--- src/rtl/sum_display_driver_if.sv ---
// Handshake between the adder side and the display driver: the adder
// presents a 5-bit sum and pulses load; the driver reports busy while it
// converts.
interface sum_display_driver_if;
  logic [4:0] sum;
  logic       load;
  logic       busy;

  // Adder side: drives the sum and the capture request.
  modport master (
    output sum,
    output load,
    input  busy
  );

  // Display driver side: samples the sum, reports conversion activity.
  modport slave (
    input  sum,
    input  load,
    output busy
  );
endinterface

--- src/rtl/sum_display_driver.sv ---
// Captures a 5-bit adder sum, converts it to two BCD digits with a
// sequential double-dabble FSM, and scans them onto a 2-digit multiplexed
// 7-segment display with leading-zero blanking. A carry LED lights for
// sums of 16 or more.
module sum_display_driver #(
  parameter int unsigned REFRESH_DIV    = 50000,
  parameter bit          SEG_ACTIVE_LOW = 1'b1
) (
  input  logic                clk,
  input  logic                rst,
  sum_display_driver_if.slave bus,
  output logic [6:0]          seg,
  output logic [1:0]          an,
  output logic                carry_led
);

  localparam int unsigned CNT_W = (REFRESH_DIV > 1) ? $clog2(REFRESH_DIV) : 1;
  localparam logic [CNT_W-1:0] CNT_LAST = CNT_W'(REFRESH_DIV - 1);

  // Pin-level "off" levels for the selected polarity.
  localparam logic [6:0] SEG_OFF = SEG_ACTIVE_LOW ? 7'b1111111 : 7'b0000000;
  localparam logic [1:0] AN_OFF  = SEG_ACTIVE_LOW ? 2'b11 : 2'b00;

  typedef enum logic [1:0] {
    IDLE   = 2'd0,
    SHIFT  = 2'd1,
    UPDATE = 2'd2
  } state_t;

  // Active-low segment pattern {g,f,e,d,c,b,a} for one decimal digit.
  function automatic logic [6:0] digit_pattern(input logic [3:0] d);
    logic [6:0] p;
    case (d)
      4'd0:    p = 7'b1000000;
      4'd1:    p = 7'b1111001;
      4'd2:    p = 7'b0100100;
      4'd3:    p = 7'b0110000;
      4'd4:    p = 7'b0011001;
      4'd5:    p = 7'b0010010;
      4'd6:    p = 7'b0000010;
      4'd7:    p = 7'b1111000;
      4'd8:    p = 7'b0000000;
      4'd9:    p = 7'b0010000;
      default: p = 7'b1111111;
    endcase
    return p;
  endfunction

  state_t      state;
  logic        busy_q;
  logic [4:0]  shreg;      // captured sum, consumed MSB first
  logic        cap_carry;  // captured sum[4], i.e. sum >= 16
  logic [2:0]  bit_cnt;
  logic [1:0]  acc_tens;   // BCD accumulator; tens never exceeds 3
  logic [3:0]  acc_units;
  logic [3:0]  units_adj;
  logic [1:0]  tens;       // committed display digits
  logic [3:0]  units;

  logic [CNT_W-1:0] refresh_cnt;
  logic             sel_tens;     // 0 = units slot, 1 = tens slot
  logic [6:0]       seg_low;
  logic [1:0]       an_low;

  assign bus.busy = busy_q;

  // Double-dabble correction of the units nibble ahead of each shift. The
  // tens nibble can hold at most 3 for a 5-bit input, so it never needs one.
  assign units_adj = (acc_units >= 4'd5) ? acc_units + 4'd3 : acc_units;

  // Conversion FSM: capture, five shift steps, then commit to the display.
  // NOTE: sequential state uses non-blocking assignments so every register
  // samples pre-edge values, independent of statement order.
  always_ff @(posedge clk or posedge rst) begin
    if (rst) begin
      state     <= IDLE;
      busy_q    <= 1'b0;
      shreg     <= '0;
      cap_carry <= 1'b0;
      bit_cnt   <= '0;
      acc_tens  <= '0;
      acc_units <= '0;
      tens      <= '0;
      units     <= '0;
      carry_led <= 1'b0;
    end else begin
      case (state)
        IDLE: begin
          if (bus.load) begin
            shreg     <= bus.sum;
            cap_carry <= bus.sum[4];
            bit_cnt   <= '0;
            acc_tens  <= '0;
            acc_units <= '0;
            busy_q    <= 1'b1;
            state     <= SHIFT;
          end
        end
        SHIFT: begin
          acc_tens  <= {acc_tens[0], units_adj[3]};
          acc_units <= {units_adj[2:0], shreg[4]};
          shreg     <= {shreg[3:0], 1'b0};
          if (bit_cnt == 3'd4) begin
            state <= UPDATE;
          end else begin
            bit_cnt <= bit_cnt + 3'd1;
          end
        end
        UPDATE: begin
          tens      <= acc_tens;
          units     <= acc_units;
          carry_led <= cap_carry;
          busy_q    <= 1'b0;
          state     <= IDLE;
        end
        default: begin
          busy_q <= 1'b0;
          state  <= IDLE;
        end
      endcase
    end
  end

  // Free-running scan timer: toggles the digit slot every REFRESH_DIV cycles.
  always_ff @(posedge clk or posedge rst) begin
    if (rst) begin
      refresh_cnt <= '0;
      sel_tens    <= 1'b0;
    end else if (refresh_cnt == CNT_LAST) begin
      refresh_cnt <= '0;
      sel_tens    <= ~sel_tens;
    end else begin
      refresh_cnt <= refresh_cnt + 1'b1;
    end
  end

  // Active-low slot contents, with the tens digit blanked when it is zero.
  // NOTE: defaults first so every path assigns both outputs and no latch is
  // inferred.
  always_comb begin
    an_low  = 2'b10;
    seg_low = digit_pattern(units);
    if (sel_tens) begin
      if (tens == 2'd0) begin
        an_low  = 2'b11;
        seg_low = 7'b1111111;
      end else begin
        an_low  = 2'b01;
        seg_low = digit_pattern({2'b00, tens});
      end
    end
  end

  // Registered display pins, converted to the board polarity.
  always_ff @(posedge clk or posedge rst) begin
    if (rst) begin
      seg <= SEG_OFF;
      an  <= AN_OFF;
    end else begin
      seg <= SEG_ACTIVE_LOW ? seg_low : ~seg_low;
      an  <= SEG_ACTIVE_LOW ? an_low  : ~an_low;
    end
  end

endmodule

--- src/flat_wrapper.sv ---
// flat-port wrapper written by rule: the top's interface ports become plain ports
module sum_display_driver_flat 
#(
  parameter int unsigned REFRESH_DIV    = 50000,
  parameter bit          SEG_ACTIVE_LOW = 1'b1
)
  (clk, rst, seg, an, carry_led, bus_sum, bus_load, bus_busy);
  sum_display_driver_if bus_i ();
  input  logic clk;
  input  logic rst;
  output logic [6:0] seg;
  output logic [1:0] an;
  output logic carry_led;
  input wire logic [$bits(bus_i.sum)-1:0] bus_sum;
  input wire logic [$bits(bus_i.load)-1:0] bus_load;
  output wire logic [$bits(bus_i.busy)-1:0] bus_busy;
  assign bus_i.sum = bus_sum;
  assign bus_i.load = bus_load;
  assign bus_busy = bus_i.busy;
  sum_display_driver #(.REFRESH_DIV(REFRESH_DIV), .SEG_ACTIVE_LOW(SEG_ACTIVE_LOW)) u_core (.clk(clk), .rst(rst), .bus(bus_i), .seg(seg), .an(an), .carry_led(carry_led));
endmodule
--- config.mk ---
export PLATFORM = sky130hd
export DESIGN_NAME = sum_display_driver_flat
export DESIGN_NICKNAME = d
export VERILOG_FILES = /design/src/rtl/sum_display_driver_if.sv /design/src/rtl/sum_display_driver.sv /design/src/flat_wrapper.sv
export SDC_FILE = /design/constraint.sdc
export NUM_CORES = 1
export LEC_CHECK = 0
export CAP_MARGIN = 30
export CORE_UTILIZATION = 60
export DETAILED_ROUTE_END_ITERATION = 16
export DONT_BUFFER_PORTS = 1
export PLACE_DENSITY = 0.76
export SLEW_MARGIN = 20
export SYNTH_ARGS = -nofsm -noshare
export SYNTH_HDL_FRONTEND = slang
export SYNTH_SLANG_ARGS = --single-unit
--- constraint.sdc ---
create_clock -name clk -period 2.8 [get_ports clk]
set_input_delay 0.14 -clock clk [delete_from_list [all_inputs] [get_ports clk]]
set_output_delay 0.14 -clock clk [all_outputs]
set_load 0.02 [all_outputs]
==> summary.md <==
| Metric | Value |
|---|---|
| Per-cell routed wire length | `15.3 µm` |
| Largest net degree at the start of global routing | `28` |
| Starting Density | `64.9%` |
| Area growth, synth to finish | `6.55%` |
| Most frequent cells in the layout | `dfrtp_1, o21ai_0, nor2_1` |
| Hpwl dp | `3100 µm` |
| Reg clk slew, reported paths | `90 ps` |
| Fin cells | `280` |
| Hold Path Stages | `2` |
| CP startpoint | `u_core.state[1]` |
| Final critical-path share of the clock period | `61.2%` |
| Final ANT Viol Nets | `0` |
| Detailed-route via count | `~1700` |
| WHS Endpoint | `u_core.shreg[2]` |
| Top cells by area, synth | `dfrtp_1, dfstp_2, ha_1, o21ai_0, xnor2_1` |
| Max-slew headroom | `59.1%` |
| Sequential-to-total area share from yosys stat | `about 53%` |
| FF-to-FF Start | `u_core.state[1]` |
| Initial detailed-routing violation count | `163` |
| Minimum clock period | `1710 ps` |
| Synth Register Bits | `51` |
| Htree depth | `2` |
| Leading cell type in the layout, fill and taps excluded | `dfrtp_1` |
| Peak supply drop | `558 µV` |
| Rows | `22` |
| Setup TNS | `0 ps` |
| Post-synth top flop | `dfrtp_1` |
| Port-buffer cells | `0` |
| CTS Sinks | `51` |
| Worst reg2reg path depth | `2` |
| Syn Std Cell Area | `~2400 µm²` |
| Reg-to-Reg End | `u_core.tens[1]` |
| Hold WC Path Type | `primary input to flop` |
| Setup Skew | `6.52 ps` |
| RSZ-0062 raised after global routing | `no` |
| Power Dens Cells | `876 nW/µm²` |
| Global route overflow | `0` |
| Vias in the first global route | `~1600` |
| Yosys Warn Count | `0` |
| Final hold vios | `0` |
| Maximum single-stage delay on the critical path | `620 ps` |
| First-pass GRT wire length | `approximately 7300 µm` |
| Max capacitance violation total | `0` |
| Post_cts resized | `0` |
| Asr flop ratio synth | `100%` |
| Die H | `between 60 and 70 µm` |
| DRT Wirelength | `4290 µm` |
| Peak fanout along the critical path | `15` |
| Synth top area share | `43.0%` |
| CTS tree | `built` |
| Initial antenna violation count | `0` |
| Synth cell types | `40` |
| Setup violators final | `0` |
| Clock root cell | `clkbuf_8` |
| Drt first pass iters | `4` |
| Critical Path Source Type | `flop` |
| Fmax | `0.584 GHz` |
| EDFF count, synth | `0` |
| Dominant cell type by area after synthesis | `dfrtp_1` |
| Syn Area/Cell | `between 10 and 15 µm²` |
| Number of antenna diodes | `0` |
| Slowest cell on the critical path | `dfrtp_1` |
| Die width | `65.9 µm` |
| WS Path Type | `flop to flop` |
| Die area | `about 4300 µm²` |
| R2R setup slack | `1090 ps` |
| Layout cells sized above 1 | `12.5%` |
| Gpl congestion | `slightly above 0.8` |
| Synth Instances | `between 200 and 250` |
| Critical-path cell list | `nor2b_1 -> mux2_2` |
| Max Root-Sink Buffers | `2` |
| Leak | `between 1 and 1.5 nW` |
| Worst Tran Pin Value | `612 ps` |
| Hold path start | `bus_sum[2]` |
| Status | `completed` |
| Via density per instance | `about 6.0` |
| Tot GR Track Use | `22.8%` |
| Crit end category | `flop` |
| Core area | `3770 µm²` |
| CP arrival | `1890 ps` |
| Syn nets | `246` |
| Ports | `19` |
| Setup Buffers After CTS | `0` |
| Drc violations | `0` |
| Placed Cells | `269` |
| Tot Pwr | `2.28 mW` |
| Worst-Skew Late Latency | `around 290 ps` |
| WP data required | `2980 ps` |
| Num CTS Buffers | `5` |
| Final nets | `~250` |
| Pins Over Slew Limit | `0` |
## sequential cells by signal, indices dropped and copies added, names as in the netlist
register,flops
u_core.bus.busy,1
u_core.seg,7
u_core.tens,2
u_core.refresh_cnt,16
u_core.units,4
u_core.shreg,5
u_core.acc_tens,2
u_core.sel_tens,1
u_core.state,2
u_core.acc_units,4
u_core.cap_carry,1
u_core.carry_led,1
u_core.bit_cnt,3
u_core.an,2
## Yosys cell counts, drive strengths merged, types with 4 or more instances
| cell type | number |
|---|---|
| inv | 12 |
| xnor2 | 9 |
| dfstp | 9 |
| ha | 10 |
| nand2 | 14 |
| dfrtp | 42 |
| nor2b | 10 |
| mux2 | 5 |
| nand2b | 4 |
| o21ai | 18 |
| nor4 | 5 |
| a22o | 4 |
| a22oi | 5 |
| xor2 | 9 |
| nand3 | 7 |
| buf | 4 |
| clkbuf | 5 |
| nor2 | 16 |
| nor3 | 5 |
| a21oi | 11 |
## power breakdown
part / internal, mW / leakage, nW / switching [mW] / total (mW)
registers: 0.958 / 0.641 / 0.279 / 1.24
clock network: 0.178 / 0.0395 / 0.218 / 0.396
logic: 0.321 / 0.476 / 0.329 / 0.650
total: 1.46 / 1.16 / 0.826 / 2.28
## final cells by class
class,count,area (µm²)
multi-input combinational,156,1070
tap,48,60.1
sequential,51,1290
timing repair buffer,5,65.1
fill,277,1160
clock buffer,8,80.1
inverter,12,45.0
## worst max path at each step
stage,endpoint,slack (ps),cells past startpoint
2_1_floorplan,u_core.acc_units[2],1390,5
3_3_place_gp,u_core.units[2],1190,2
3_5_place_dp,u_core.tens[1],1110,2
4_1_cts,u_core.refresh_cnt[15],1100,5
5_1_grt,u_core.refresh_cnt[15],960,5
6_report,u_core.tens[1],1090,2
## repair_timing
item / CTS / global route
setup endpoints to repair: 0 / 0
hold endpoints to repair: 19 / 0
hold buffers: 3 / 0
## worst max-delay path, delay by kind of cell, from the launching register on
kind | cells | cell delay, ps
AND/OR/NAND/NOR | 1 | 570
flip-flops | 1 | 620
multiplexers | 1 | 400
## cell families (layout without fill, tap and decap cells)
| kind of cell | Yosys count | in the layout | share of synthesized area (%) |
|---|---|---|---|
| AO/OA/AOI/OAI | 51 | 51 | 12.9 |
| XOR/XNOR | 18 | 18 | 6.75 |
| adder cells (fa/ha/maj) | 10 | 10 | 5.12 |
| buffers and inverters | 21 | 25 | 3.68 |
| flip-flops | 51 | 51 | 52.6 |
| multiplexers | 8 | 8 | 3.53 |
| AND/OR/NAND/NOR | 69 | 69 | 15.4 |
## per-layer routing
| layer | vias to the layer above | share of wire, % | track usage [%] |
|---|---|---|---|
| met4 | 0 | 1.9 | 7.61 |
| met3 | 7 | 3.9 | 6.03 |
| met5 | - | 0 | 0 |
| met2 | 41 | 51 | 39.3 |
| met1 | 829 | 43 | 27.4 |
| li1 | 796 | - | - |
## per-stage QoR
step                instance area, µm²  setup slack, ps  utilization (%)  hold WS (ps)
finish                            2610             1090             69.1          55.1
global route                      2610              964             69.1          42.7
CTS                               2610             1100             69.1          54.4
detailed placement                2500             1110             66.2           114
global placement                  2470             1190             65.5           294
floorplan                         2450             1390                -           292
Power figures use the tool's default switching activity.
